<file path="src/rtl/dmem_copy_sched_if.sv">
// Data-memory port bundle: read/write strobes, address and store data.
// The side that issues the access uses master, the side that receives it uses slave.
interface dmem_copy_sched_if;
  logic        re;
  logic        we;
  logic [31:0] addr;
  logic [31:0] wdata;

  modport master (
    output re,
    output we,
    output addr,
    output wdata
  );

  modport slave (
    input re,
    input we,
    input addr,
    input wdata
  );
endinterface

</file>
<file path="src/rtl/dmem_copy_sched.sv">
// Arbitrates the data-memory port between the MEM stage and a copy engine
// that snapshots NUM_WORDS sensor words into a fixed memory window.
module dmem_copy_sched #(
  parameter int unsigned NUM_WORDS = 27,
  parameter logic [31:0] BASE_ADDR = 32'h0000_0100,
  parameter int unsigned PERIOD    = 1_000_000
) (
  input  logic                     clk,
  input  logic                     rst,
  input  logic                     copy_req,
  input  logic                     auto_en,
  output logic [4:0]               src_idx,
  input  logic [31:0]              src_data,
  dmem_copy_sched_if.slave         cpu,
  dmem_copy_sched_if.master        mem,
  output logic                     cpu_stall,
  output logic                     busy,
  output logic                     done,
  output logic                     conflict
);

  localparam int unsigned TW = $clog2(PERIOD);
  localparam logic [TW-1:0] RELOAD = TW'(PERIOD - 1);
  localparam logic [4:0] LAST = 5'(NUM_WORDS - 1);

  typedef enum logic [1:0] {
    IDLE,
    DRAIN,
    COPY,
    DONE
  } state_t;

  state_t        state_q;
  state_t        state_d;
  logic [4:0]    cnt_q;
  logic [TW-1:0] timer_q;
  logic          req_q;
  logic          conflict_q;

  logic          req_edge;
  logic          auto_hit;
  logic          start;

  logic          re_c;
  logic          we_c;
  logic [31:0]   addr_c;
  logic [31:0]   wdata_c;
  logic [4:0]    idx_c;
  logic          stall_c;
  logic          busy_c;
  logic          done_c;

  assign req_edge = copy_req & ~req_q;
  assign auto_hit = auto_en & (timer_q == '0);
  assign start    = (state_q == IDLE) & (req_edge | auto_hit);

  always_ff @(posedge clk) begin
    if (rst) begin
      state_q    <= IDLE;
      cnt_q      <= '0;
      timer_q    <= RELOAD;
      req_q      <= copy_req;
      conflict_q <= 1'b0;
    end else begin
      state_q <= state_d;
      req_q   <= copy_req;
      if (state_q == COPY) begin
        if (cnt_q != LAST)
          cnt_q <= cnt_q + 5'd1;
        if (cpu.re | cpu.we)
          conflict_q <= 1'b1;
      end else begin
        cnt_q <= '0;
      end
      // Outside IDLE the timer simply holds its reloaded value.
      if (state_q == IDLE) begin
        if (!auto_en || timer_q == '0 || start)
          timer_q <= RELOAD;
        else
          timer_q <= timer_q - TW'(1);
      end
    end
  end

  always_comb begin
    state_d = state_q;
    re_c    = cpu.re;
    we_c    = cpu.we;
    addr_c  = cpu.addr;
    wdata_c = cpu.wdata;
    idx_c   = '0;
    stall_c = 1'b0;
    busy_c  = 1'b0;
    done_c  = 1'b0;
    unique case (state_q)
      IDLE: begin
        if (start)
          state_d = DRAIN;
      end
      DRAIN: begin
        stall_c = 1'b1;
        busy_c  = 1'b1;
        state_d = COPY;
      end
      COPY: begin
        stall_c = 1'b1;
        busy_c  = 1'b1;
        re_c    = 1'b0;
        we_c    = 1'b1;
        idx_c   = cnt_q;
        wdata_c = src_data;
        addr_c  = BASE_ADDR + {25'd0, cnt_q, 2'b00};
        if (cnt_q == LAST)
          state_d = DONE;
      end
      DONE: begin
        stall_c = 1'b1;
        busy_c  = 1'b1;
        done_c  = 1'b1;
        re_c    = 1'b0;
        we_c    = 1'b0;
        addr_c  = '0;
        wdata_c = '0;
        state_d = IDLE;
      end
      default: state_d = IDLE;
    endcase
  end

  // Reset forces every output low in the very cycle it is applied.
  always_comb begin
    mem.re    = re_c & ~rst;
    mem.we    = we_c & ~rst;
    mem.addr  = rst ? 32'd0 : addr_c;
    mem.wdata = rst ? 32'd0 : wdata_c;
    src_idx   = rst ? 5'd0 : idx_c;
    cpu_stall = stall_c & ~rst;
    busy      = busy_c & ~rst;
    done      = done_c & ~rst;
    conflict  = conflict_q & ~rst;
  end

endmodule

</file>
<file path="src/flat_wrapper.sv">
// flat-port wrapper written by rule: the top's interface ports become plain ports
module dmem_copy_sched_flat 
#(
  parameter int unsigned NUM_WORDS = 27,
  parameter logic [31:0] BASE_ADDR = 32'h0000_0100,
  parameter int unsigned PERIOD    = 1_000_000
)
  (clk, rst, copy_req, auto_en, src_idx, src_data, cpu_stall, busy, done, conflict, cpu_re, cpu_we, cpu_addr, cpu_wdata, mem_re, mem_we, mem_addr, mem_wdata);
  dmem_copy_sched_if cpu_i ();
  dmem_copy_sched_if mem_i ();
  input  logic clk;
  input  logic rst;
  input  logic copy_req;
  input  logic auto_en;
  output logic [4:0] src_idx;
  input  logic [31:0] src_data;
  output logic cpu_stall;
  output logic busy;
  output logic done;
  output logic conflict;
  input wire logic [$bits(cpu_i.re)-1:0] cpu_re;
  input wire logic [$bits(cpu_i.we)-1:0] cpu_we;
  input wire logic [$bits(cpu_i.addr)-1:0] cpu_addr;
  input wire logic [$bits(cpu_i.wdata)-1:0] cpu_wdata;
  output wire logic [$bits(mem_i.re)-1:0] mem_re;
  output wire logic [$bits(mem_i.we)-1:0] mem_we;
  output wire logic [$bits(mem_i.addr)-1:0] mem_addr;
  output wire logic [$bits(mem_i.wdata)-1:0] mem_wdata;
  assign cpu_i.re = cpu_re;
  assign cpu_i.we = cpu_we;
  assign cpu_i.addr = cpu_addr;
  assign cpu_i.wdata = cpu_wdata;
  assign mem_re = mem_i.re;
  assign mem_we = mem_i.we;
  assign mem_addr = mem_i.addr;
  assign mem_wdata = mem_i.wdata;
  dmem_copy_sched #(.NUM_WORDS(NUM_WORDS), .BASE_ADDR(BASE_ADDR), .PERIOD(PERIOD)) u_core (.clk(clk), .rst(rst), .copy_req(copy_req), .auto_en(auto_en), .src_idx(src_idx), .src_data(src_data), .cpu(cpu_i), .mem(mem_i), .cpu_stall(cpu_stall), .busy(busy), .done(done), .conflict(conflict));
endmodule
</file>
<file path="config.mk">
export PLATFORM = sky130hd
export DESIGN_NAME = dmem_copy_sched_flat
export DESIGN_NICKNAME = d
export VERILOG_FILES = /design/src/rtl/dmem_copy_sched_if.sv /design/src/rtl/dmem_copy_sched.sv /design/src/flat_wrapper.sv
export SDC_FILE = /design/constraint.sdc
export NUM_CORES = 1
export LEC_CHECK = 0
export BUFFER_PORTS_ARGS = -buffer_cell sky130_fd_sc_hd__buf_2
export CORE_MARGIN = 2
export CORE_UTILIZATION = 41
export CTS_CLUSTER_DIAMETER = 50
export CTS_CLUSTER_SIZE = 30
export DETAILED_ROUTE_END_ITERATION = 7
export HOLD_SLACK_MARGIN = 0.05
export PLACE_DENSITY = 0.9
export SETUP_SLACK_MARGIN = 0.4
export SYNTH_ARGS = -nofsm -noshare
export SYNTH_HDL_FRONTEND = slang
export SYNTH_SLANG_ARGS = --single-unit
</file>
<file path="constraint.sdc">
create_clock -name clk -period 5.3 [get_ports clk]
set_clock_uncertainty 0.05 [all_clocks]
set_input_delay 0.53 -clock clk [delete_from_list [all_inputs] [get_ports clk]]
set_output_delay 0.53 -clock clk [all_outputs]
set_load 0.02 [all_outputs]
</file>
==> results of run 1 <==
through the flow:
step | worst slack, ns | instance area, sq um | total power [mW] | cells
after global routing | 1.56 | 3030 | 0.599 | 485
after CTS | 1.90 | 3020 | 0.576 | 483
after detailed placement | 2.20 | 2940 | 0.405 | 475
final | 1.89 | 3030 | 0.575 | 487
after floorplan | 2.81 | 2010 | 0.326 | 245
after global placement | 2.27 | 2940 | 0.404 | 475
sequential cells by signal, indices dropped and copies added (netlist names):
signal             count
u_core.timer_q        20
u_core.req_q           1
u_core.cnt_q           5
u_core.state_q         2
u_core.conflict_q      1
where the power goes:
group / internal (mW) / switching, mW
sequential: 0.221 / 0.00269
clock: 0.0907 / 0.0815
combinational: 0.0771 / 0.102
area by class of cell:
| type | instances | area (sq um) |
|---|---|---|
| diodes | 4 | 10.0 |
| well taps | 67 | 83.8 |
| inverters | 7 | 26.3 |
| repair buffers | 178 | 896 |
| multi-input cells | 194 | 1350 |
| clock buffers | 6 | 72.6 |
| flip-flops and latches | 29 | 581 |
| fillers | 418 | 1690 |
| clock inverters | 2 | 10.0 |
cell families (layout without fill, tap and decap cells):
logic type	count (synthesis)	count (layout)	share of synthesized area, %
muxes	1	1	0.497
and+or+nand+nor	114	114	31.5
other	0	4	0
xor gates and xnor gates	21	21	9.14
AOI/OAI and AO/OA	50	50	20.8
DFF	29	29	28.8
buffers and inverters	22	193	4.29
adders and majority gates	8	8	4.97
per-layer routing:
layer / up-vias / share of wire (%) / track usage, %
li1: 1199 / - / -
met1: 1173 / 43 / 35.2
met2: 96 / 47 / 43.2
met3: 16 / 8.2 / 8.54
met4: 0 / 1.5 / 7.88
met5: - / 0 / 0
worst max path at each step:
stage	startpoint	endpoint	slack, ns	cells past startpoint
after floorplan	u_core.state_q[0]$_SDFFE_PP0P_	mem_wdata[10]	2.81	6
after global placement	rst	mem_addr[6]	2.27	5
after detailed placement	rst	mem_addr[6]	2.20	5
after CTS	u_core.state_q[0]$_SDFFE_PP0P_	mem_addr[6]	1.90	6
after global routing	u_core.state_q[0]$_SDFFE_PP0P_	mem_addr[6]	1.56	6
final	u_core.state_q[0]$_SDFFE_PP0P_	mem_addr[6]	1.89	6
cell usage in the layout (no fill, tap or decap), drive strengths merged, types with 2 or more instances in the layout:
cell,count
a21o,5
a21oi,5
a22o,32
and2,32
buf,178
clkbuf,6
clkinv,2
dfxtp,29
diode,4
ha,8
inv,7
nand2,22
nand2b,6
nand3,4
nand4,2
nor2,26
nor2b,2
nor3,5
nor4,6
or4,3
xnor2,12
xor2,9
==> impl_metrics.json, run 1 <==
{
  "status": "finished, final reports clean",
  "postRouteAntennaNets": 0,
  "post_drt_via_cell_ratio": 5.10,
  "wl_um": 7910,
  "avgSynthCellArea_sq_um": 8.22,
  "max_freq_ghz": 0.293,
  "ir_drop_uv": 147,
  "dp_hpwl_um": 6390,
  "vias": 2484,
  "yosys_most_used_dff": "dfxtp_1",
  "seq_area_frac_synth_pct": 28.8,
  "first_pass_iters": 4,
  "drt_iter0_drc": 149,
  "gp_congestion": 0.980,
  "postSynthNetCount": 355,
  "synthTopCellsByCount": "32 x a22o_1, 32 x and2_1, 29 x dfxtp_1, 26 x nor2_1, 21 x nand2_1",
  "post_drt_wl_per_cell_um": 16.2,
  "cts-resized-gates": 0,
  "clk_pin_slew_ns": 0.06,
  "p_per_area_nw_per_um2": 190,
  "setup_viol": 0,
  "drive_gt1_share_pct": 46.6,
  "layout.nets": 525,
  "cts_num_sinks": 29,
  "syn_inst": 245,
  "startpoint_type": "flip-flop",
  "num_rows": 25,
  "postCtsSetupRepairBufs": 0,
  "worstMarginPinSlew_ns": 1.16,
  "max-slew-margin-rel_pct": 22.2,
  "cp_slowest_cell": "nor3_2",
  "die_width_um": 74.1,
  "gr-usage-all-layers_pct": 27.1,
  "worstSkewPairLatency_ns": 0.28,
  "power.leakage_nw": 1.59,
  "grt_pass1_wl_um": 11200,
  "r2r_setup_slack_ns": 2.80,
  "hold_depth": 1,
  "grt_max_degree": 39,
  "cts_max_level": 2,
  "fin_crit_ns": 3.41,
  "crit_family": "simple AND/OR/NAND/NOR gates",
  "grt_pass1_vias": 2248,
  "syn_to_final_growth_pct": 50.7,
  "port-buffer-count": 176,
  "arrival_ns": 2.83,
  "start_util_pct": 42.6,
  "cp-end-kind": "primary output",
  "die_h_um": 74.1,
  "timing.hold.ws_ns": 0.319,
  "crit_chain": "inv_1 > ha_1 > nor3_2 > buf_4 > a21o_1 > buf_2",
  "cts_buffer_depth": 2,
  "design.die.area_sq_um": 5490,
  "yosys_register_bits": 29,
  "yosys.area.top_type_share_pct": 28.8,
  "crit_fanout": 38,
  "overflow": 0,
  "hold_buffers": 0,
  "netlist_area_sq_um": 2010,
  "ys.warnings.count": 0,
  "reg2reg_to": "u_core.timer_q[17]$_SDFFE_PP1N_",
  "min_path_type": "input port to flip-flop",
  "ios": 177,
  "cap_violations": 0,
  "cp_data_required_time_ns": 4.72,
  "synth_edf_count": 0,
  "ys_types": 40,
  "crit_type": "flip-flop to primary output",
  "slowest_delay_ns": 0.90,
  "root_buffer": "clkbuf_8",
  "yosys-top-cells-area": "dfxtp_1 29%, a22o_1 14%, and2_1 9.9%, xnor2_1 5.2%, ha_1 5.0%",
  "antenna_found_initial": 2,
  "r2r_start": "u_core.state_q[0]$_SDFFE_PP0P_",
  "hold_viol": 0,
  "fin_setup_tns_ns": 0,
  "synth_top_area_cell": "dfxtp_1",
  "numCtsBuffers": 5,
  "hold_start": "copy_req",
  "synth-async-reset-ratio_pct": 0,
  "worstHoldEndpoint": "u_core.req_q$_DFF_P_",
  "reg2reg_depth": 7,
  "rsz0062_at_grt": "false",
  "finalCritPeriodShare_pct": 64.4,
  "drc_errors": 0,
  "drv_slew": 0,
  "cts_tree": "yes",
  "core_sq_um": 4720,
  "final_core_util_pct": 64.2,
  "critPathBufInv": 3
}
Note: power is estimated with default switching activity, not from simulation.
==> run 2, diff against run 1 <==
Settings changed: ABC_AREA set to 1, CORE_UTILIZATION 41 to 40, PLACE_DENSITY 0.9 to 0.86.
Clock period 5.3 ns to 3.4 ns, I/O delays scaled along.
==> run 2 against run 1 <==
Compared with the run above:
- die area rose by 12%
- setup slack got worse by 1.1 ns
- global-route usage fell by 3.1 points
- highest routed layer unchanged
==> impl_metrics.json, run 2 <==
{
  "layout.nets": 604,
  "reg2reg_depth": 7,
  "r2r_start": "u_core.state_q[0]$_SDFFE_PP0P_",
  "fin_setup_tns_ns": 0,
  "synth_top_area_cell": "dfxtp_1",
  "p_per_area_nw_per_um2": 495,
  "port-buffer-count": 176,
  "cp_data_required_time_ns": 3.01,
  "core_sq_um": 5440,
  "arrival_ns": 2.18,
  "max_freq_ghz": 0.388,
  "fin_cells": 567,
  "reg2reg_to": "u_core.timer_q[17]$_SDFFE_PP1N_",
  "max-slew-margin-rel_pct": 68.3,
  "yosys.area.top_type_share_pct": 26.1,
  "power.leakage_nw": 1.74,
  "synth-async-reset-ratio_pct": 0,
  "seq_area_frac_synth_pct": 26.1,
  "synthTopCellsByCount": "71 x nor2_1, 49 x inv_1, 32 x a32o_1, 32 x nand2_1, 29 x dfxtp_1",
  "synth_edf_count": 0,
  "cp-end-kind": "primary output",
  "wl_um": 7750,
  "swShare_pct": 47.7,
  "ys.warnings.count": 0,
  "p_seq_share_pct": 24.4,
  "status": "finished, final reports clean",
  "cts_num_sinks": 29,
  "antenna_cells": 0,
  "r2r_setup_slack_ns": 1.61,
  "reg.largest.list": "u_core.timer_q (20), u_core.cnt_q (5), u_core.state_q (2)",
  "dp_hpwl_um": 6350,
  "crit_type": "flip-flop to primary output",
  "setup_viol": 0,
  "nFillCells": 505,
  "num_rows": 27,
  "overflow": 0,
  "grt_max_degree": 40,
  "final_cell_mix": "176 x buf_2, 70 x nor2_1, 49 x inv_1",
  "numCtsBuffers": 5,
  "start_util_pct": 40.9,
  "worstMarginPinSlew_ns": 0.476,
  "rsz0062_at_grt": "false",
  "critical_path.startpoint": "u_core.state_q[0]$_SDFFE_PP0P_",
  "avgSynthCellArea_sq_um": 6.84,
  "grt_pass1_wl_um": 12000,
  "dp.cells": 559,
  "post_drt_wl_per_cell_um": 13.7,
  "cp_num_cells": 8,
  "share_comb_of_total_power_pct": 58.6,
  "pwr-share-clk_pct": 17.0,
  "drv_slew": 0,
  "die_h_um": 78.5,
  "drive_gt1_share_pct": 43.0,
  "cts_max_level": 2,
  "worstSkewPairLatency_ns": 0.29,
  "gr-usage-all-layers_pct": 23.9,
  "postSynthNetCount": 435,
  "min_path_type": "input port to flip-flop",
  "yosys-top-cells-area": "dfxtp_1 26%, a32o_1 14%, nor2_1 12%, inv_1 8.3%, nand2_1 5.4%",
  "yosys_most_used_dff": "dfxtp_1",
  "antenna_found_initial": 0,
  "yosys_register_bits": 29,
  "vias": 2878,
  "cts-resized-gates": 0,
  "crit_chain": "inv_1 > ha_1 > inv_1 > nor2_4 > inv_1 > nor2_1 > a31o_2 > buf_2",
  "syn_to_final_growth_pct": 44.7,
  "netlist_area_sq_um": 2220,
  "finalCritPeriodShare_pct": 75.7,
  "root_buffer": "clkbuf_8",
  "grt_pass1_vias": 2576,
  "startpoint_type": "flip-flop",
  "regMostFlops": "u_core.timer_q",
  "drt_iter0_drc": 139,
  "cts_buffer_depth": 2,
  "slowest_delay_ns": 0.37,
  "ios": 177,
  "cap_violations": 0,
  "crit_fanout": 14,
  "drc_errors": 0,
  "crit_family": "buffers and inverters",
  "p_int_uw": 833,
  "ir_drop_uv": 327,
  "hold_viol": 0,
  "syn_inst": 325,
  "clk_pin_slew_ns": 0.06,
  "first_pass_iters": 4,
  "crit_path_frequent_cell": "inv_1",
  "die_width_um": 78.5,
  "cp-endpoint": "mem_addr[6]",
  "cts_tree": "yes",
  "total_power_mw": 1.59,
  "ys_types": 31,
  "postRouteAntennaNets": 0,
  "post_drt_via_cell_ratio": 5.08,
  "gp_congestion": 0.934,
  "design.die.area_sq_um": 6170,
  "cp_slowest_cell": "inv_1",
  "hold_buffers": 0,
  "layout_commonest_cell": "buf_2",
  "postCtsSetupRepairBufs": 0,
  "yosysMostFrequentCell": "nor2_1",
  "p_sw_uw": 760,
  "critPathBufInv": 4,
  "fin_crit_ns": 2.57,
  "largest_reg_flops": 20
}
[run 2: how the worst min path moves through the flow]
| stage | start | to | slack [ns] | depth (start not counted) |
|---|---|---|---|---|
| after global placement | u_core.timer_q[0]$_SDFFE_PP1N_ | u_core.timer_q[0]$_SDFFE_PP1N_ | 0.41 | 2 |
| after global routing | copy_req | u_core.req_q$_DFF_P_ | 0.13 | 1 |
| after detailed placement | u_core.timer_q[0]$_SDFFE_PP1N_ | u_core.timer_q[0]$_SDFFE_PP1N_ | 0.42 | 2 |
| final | copy_req | u_core.req_q$_DFF_P_ | 0.13 | 1 |
| after CTS | copy_req | u_core.req_q$_DFF_P_ | 0.12 | 1 |
| after floorplan | copy_req | u_core.req_q$_DFF_P_ | 0.32 | 0 |
[run 2: power by group through the flow]
stage	Clock, mW	Sequential [mW]	Combinational, mW
3_3_place_gp	0	0.394	0.912
6_report	0.271	0.389	0.933
2_1_floorplan	0	0.392	0.659
3_5_place_dp	0	0.396	0.930
5_1_grt	0.289	0.391	1.02
4_1_cts	0.277	0.388	0.936
[run 2: layout make-up]
class | count | area, sq um | share of cell area (%)
multi-input cells | 227 | 1360 | 42.4
repair buffers | 179 | 903 | 28.1
flip-flops and latches | 29 | 581 | 18.1
clock inverters | 2 | 10.0 | 0.311
clock buffers | 6 | 72.6 | 2.26
well taps | 72 | 90.1 | 2.80
inverters | 52 | 195 | 6.07
[run 2: cells by family after synthesis]
family / share of synthesized area (%)
XOR/XNOR: 3.94
buffers and inverters: 12.7
flip-flops: 26.1
AO/OA/AOI/OAI: 22.4
AND/OR/NAND/NOR: 30.3
adder cells (fa/ha/maj): 4.50
[run 2: routing by layer]
layer | routed length [um] | vias up | GRT usage [%]
met3 | 532 | 12 | 5.17
li1 | - | 1433 | -
met1 | 3150 | 1313 | 27.5
met5 | 0 | - | 0
met2 | 3950 | 120 | 43.3
met4 | 115 | 0 | 8.42
[run 2: per-stage QoR]
| step | setup slack, ns | hold slack (ns) | util (%) | cell area (sq um) |
|---|---|---|---|---|
| finish | 0.825 | 0.127 | 59.1 | 3220 |
| floorplan | 1.43 | 0.318 | - | 2220 |
| CTS | 0.618 | 0.124 | 59.1 | 3210 |
| global placement | 1.10 | 0.406 | 57.6 | 3130 |
| global route | 0.609 | 0.127 | 59.1 | 3220 |
| detailed placement | 0.934 | 0.418 | 57.6 | 3130 |
==> run 3, diff against run 2 <==
Settings changed: ABC_AREA 1 to 0, CORE_UTILIZATION 40 to 38, PLACE_DENSITY 0.86 to 0.85.
Clock period 3.4 ns to 2.5 ns, I/O delays scaled along.
==> run 3 against run 2 <==
Compared with the run above:
- critical path depth down 3
- die area shrank 4.4%
- sequential share of layout area about the same
- first-iteration DRC count is 3.6% higher
- register-to-register slack lost 1.2 ns
- final area up 1.4%
- utilization up 4.7 points
- sequential power increased by 22%
- via count shrank 11%
- largest cell class unchanged
==> impl_metrics.json, run 3 (synthesized netlist as in run 1, its figures left out) <==
{
  "crit_type": "flip-flop to flip-flop",
  "ios": 177,
  "hold_viol": 0,
  "fin_area_sq_um": 3260,
  "vias": 2549,
  "dr_wl_met2_um": 3850,
  "fin_setup_tns_ns": 0,
  "drt_iter0_drc": 144,
  "rsz0062_at_grt": "true",
  "post_drt_wl_per_cell_um": 16.1,
  "antenna_found_initial": 3,
  "power.leakage_nw": 1.68,
  "max-slew-margin-rel_pct": 70.5,
  "die_width_um": 76.8,
  "setup_viol": 0,
  "fin_ws_ns": 0.408,
  "placed_area_sq_um": 2980,
  "critPathBufInv": 0,
  "cts_num_sinks": 29,
  "cp-endpoint": "u_core.state_q[0]$_SDFFE_PP0P_",
  "start_util_pct": 39.4,
  "cts_tree": "yes",
  "overflow": 0,
  "num_rows": 26,
  "p_seq_share_pct": 36.3,
  "pwr-share-clk_pct": 32.4,
  "crit_chain": "nor4_4 > nand2_2 > or4_4 > or4_1 > o211a_1",
  "critical_path.startpoint": "u_core.timer_q[7]$_SDFFE_PP0N_",
  "reg.largest.list": "u_core.timer_q (20), u_core.cnt_q (5), u_core.state_q (2)",
  "nFillCells": 453,
  "arrival_ns": 2.22,
  "wl_met1_um": 3150,
  "finalCritPeriodShare_pct": 83.7,
  "cap_violations": 0,
  "p_sw_uw": 404,
  "fin_cells": 500,
  "grt_pass1_vias": 2294,
  "p_per_area_nw_per_um2": 400,
  "worstMarginPinSlew_ns": 0.442,
  "die_h_um": 76.8,
  "min_path_type": "input port to flip-flop",
  "dp_hpwl_um": 6280,
  "grt_pass1_wl_um": 12000,
  "swShare_pct": 31.0,
  "gp_congestion": 0.848,
  "startpoint_type": "flip-flop",
  "regMostFlops": "u_core.timer_q",
  "dp_slack_ns": 0.302,
  "cts_max_level": 2,
  "largest_reg_flops": 20,
  "numCtsBuffers": 5,
  "r2r_setup_slack_ns": 0.41,
  "cp_num_cells": 5,
  "drv_slew": 0,
  "r2r_start": "u_core.timer_q[7]$_SDFFE_PP0N_",
  "slowest_delay_ns": 0.54,
  "core_sq_um": 5110,
  "post_drt_via_cell_ratio": 5.10,
  "layout_commonest_cell": "buf_2",
  "drive_gt1_share_pct": 50.2,
  "layout.nets": 537,
  "final_cell_mix": "173 x buf_2, 32 x and2_1, 32 x a22o_1",
  "postRouteAntennaNets": 0,
  "worstSkewPairLatency_ns": 0.28,
  "share_comb_of_total_power_pct": 31.3,
  "max_freq_ghz": 0.478,
  "route.met3.wl_um": 966,
  "cts_buffer_depth": 2,
  "reg2reg_to": "u_core.state_q[0]$_SDFFE_PP0P_",
  "grt_max_degree": 31,
  "total_power_mw": 1.31,
  "design.die.area_sq_um": 5900,
  "clk_pin_slew_ns": 0.06,
  "gr-usage-all-layers_pct": 25.3,
  "dp.cells": 480,
  "p_int_uw": 901,
  "root_buffer": "clkbuf_8",
  "first_pass_iters": 4,
  "syn_to_final_growth_pct": 61.9,
  "crit_fanout": 5,
  "crit_family": "simple AND/OR/NAND/NOR gates",
  "reg2reg_depth": 5,
  "cp_data_required_time_ns": 2.62,
  "cp-end-kind": "flip-flop",
  "drc_errors": 0,
  "ir_drop_uv": 428,
  "port-buffer-count": 176,
  "status": "finished, final reports clean",
  "top_layer": "met5",
  "wl_um": 8070,
  "fin_crit_ns": 2.09,
  "cp_slowest_cell": "or4_4"
}
run 3: area by class of cell:
| cell class | instances | area, sq um | area share, % |
|---|---|---|---|
| inverter | 7 | 26.3 | 0.806 |
| antenna | 2 | 5.00 | 0.154 |
| clock buffer | 7 | 96.3 | 2.96 |
| sequential | 29 | 588 | 18.0 |
| clock inverter | 1 | 5.00 | 0.154 |
| timing repair buffer | 190 | 1050 | 32.1 |
| tap | 70 | 87.6 | 2.69 |
| multi-input combinational | 194 | 1410 | 43.1 |
run 3: layer usage:
| layer | global-route usage [%] | vias up |
|---|---|---|
| met5 | 0 | - |
| met4 | 5.27 | 2 |
| met3 | 10.7 | 11 |
| met2 | 41.4 | 129 |
| met1 | 30.8 | 1188 |
| li1 | - | 1219 |
run 3: worst min-delay path by stage:
stage | startpoint | to | cells past startpoint
2_1_floorplan | copy_req | u_core.req_q$_DFF_P_ | 0
3_3_place_gp | copy_req | u_core.req_q$_DFF_P_ | 1
3_5_place_dp | copy_req | u_core.req_q$_DFF_P_ | 1
4_1_cts | cpu_re | u_core.conflict_q$_SDFFE_PP0P_ | 3
5_1_grt | cpu_we | u_core.conflict_q$_SDFFE_PP0P_ | 3
6_report | cpu_we | u_core.conflict_q$_SDFFE_PP0P_ | 3
run 3: repair_timing:
action	CTS	global route
resized for setup	9	11
pin swaps	1	6
hold buffers	1	0
hold endpoints to repair	1	0
gates cloned	1	0
setup endpoints to repair	58	28
setup buffers	4	4
run 3: power by group through the flow:
| stage | clock (mW) | sequential [mW] | combinational, mW |
|---|---|---|---|
| 2_1_floorplan | 0 | 0.483 | 0.209 |
| 3_3_place_gp | 0 | 0.484 | 0.376 |
| 3_5_place_dp | 0 | 0.484 | 0.381 |
| 4_1_cts | 0.431 | 0.474 | 0.402 |
| 5_1_grt | 0.449 | 0.474 | 0.432 |
| 6_report | 0.423 | 0.473 | 0.409 |
run 3: stage by stage:
step	hold WS [ns]	util, %
2_1_floorplan	0.228	-
3_3_place_gp	0.321	58.3
3_5_place_dp	0.324	58.3
4_1_cts	0.171	62.3
5_1_grt	0.195	63.8
6_report	0.169	63.8
run 3: worst min-delay path, delay by kind of cell:
kind / cells / cell delay, ns
AND/OR/NAND/NOR: 1 / 0.03
AO/OA/AOI/OAI: 1 / 0.10
buffers and inverters: 1 / 0.09
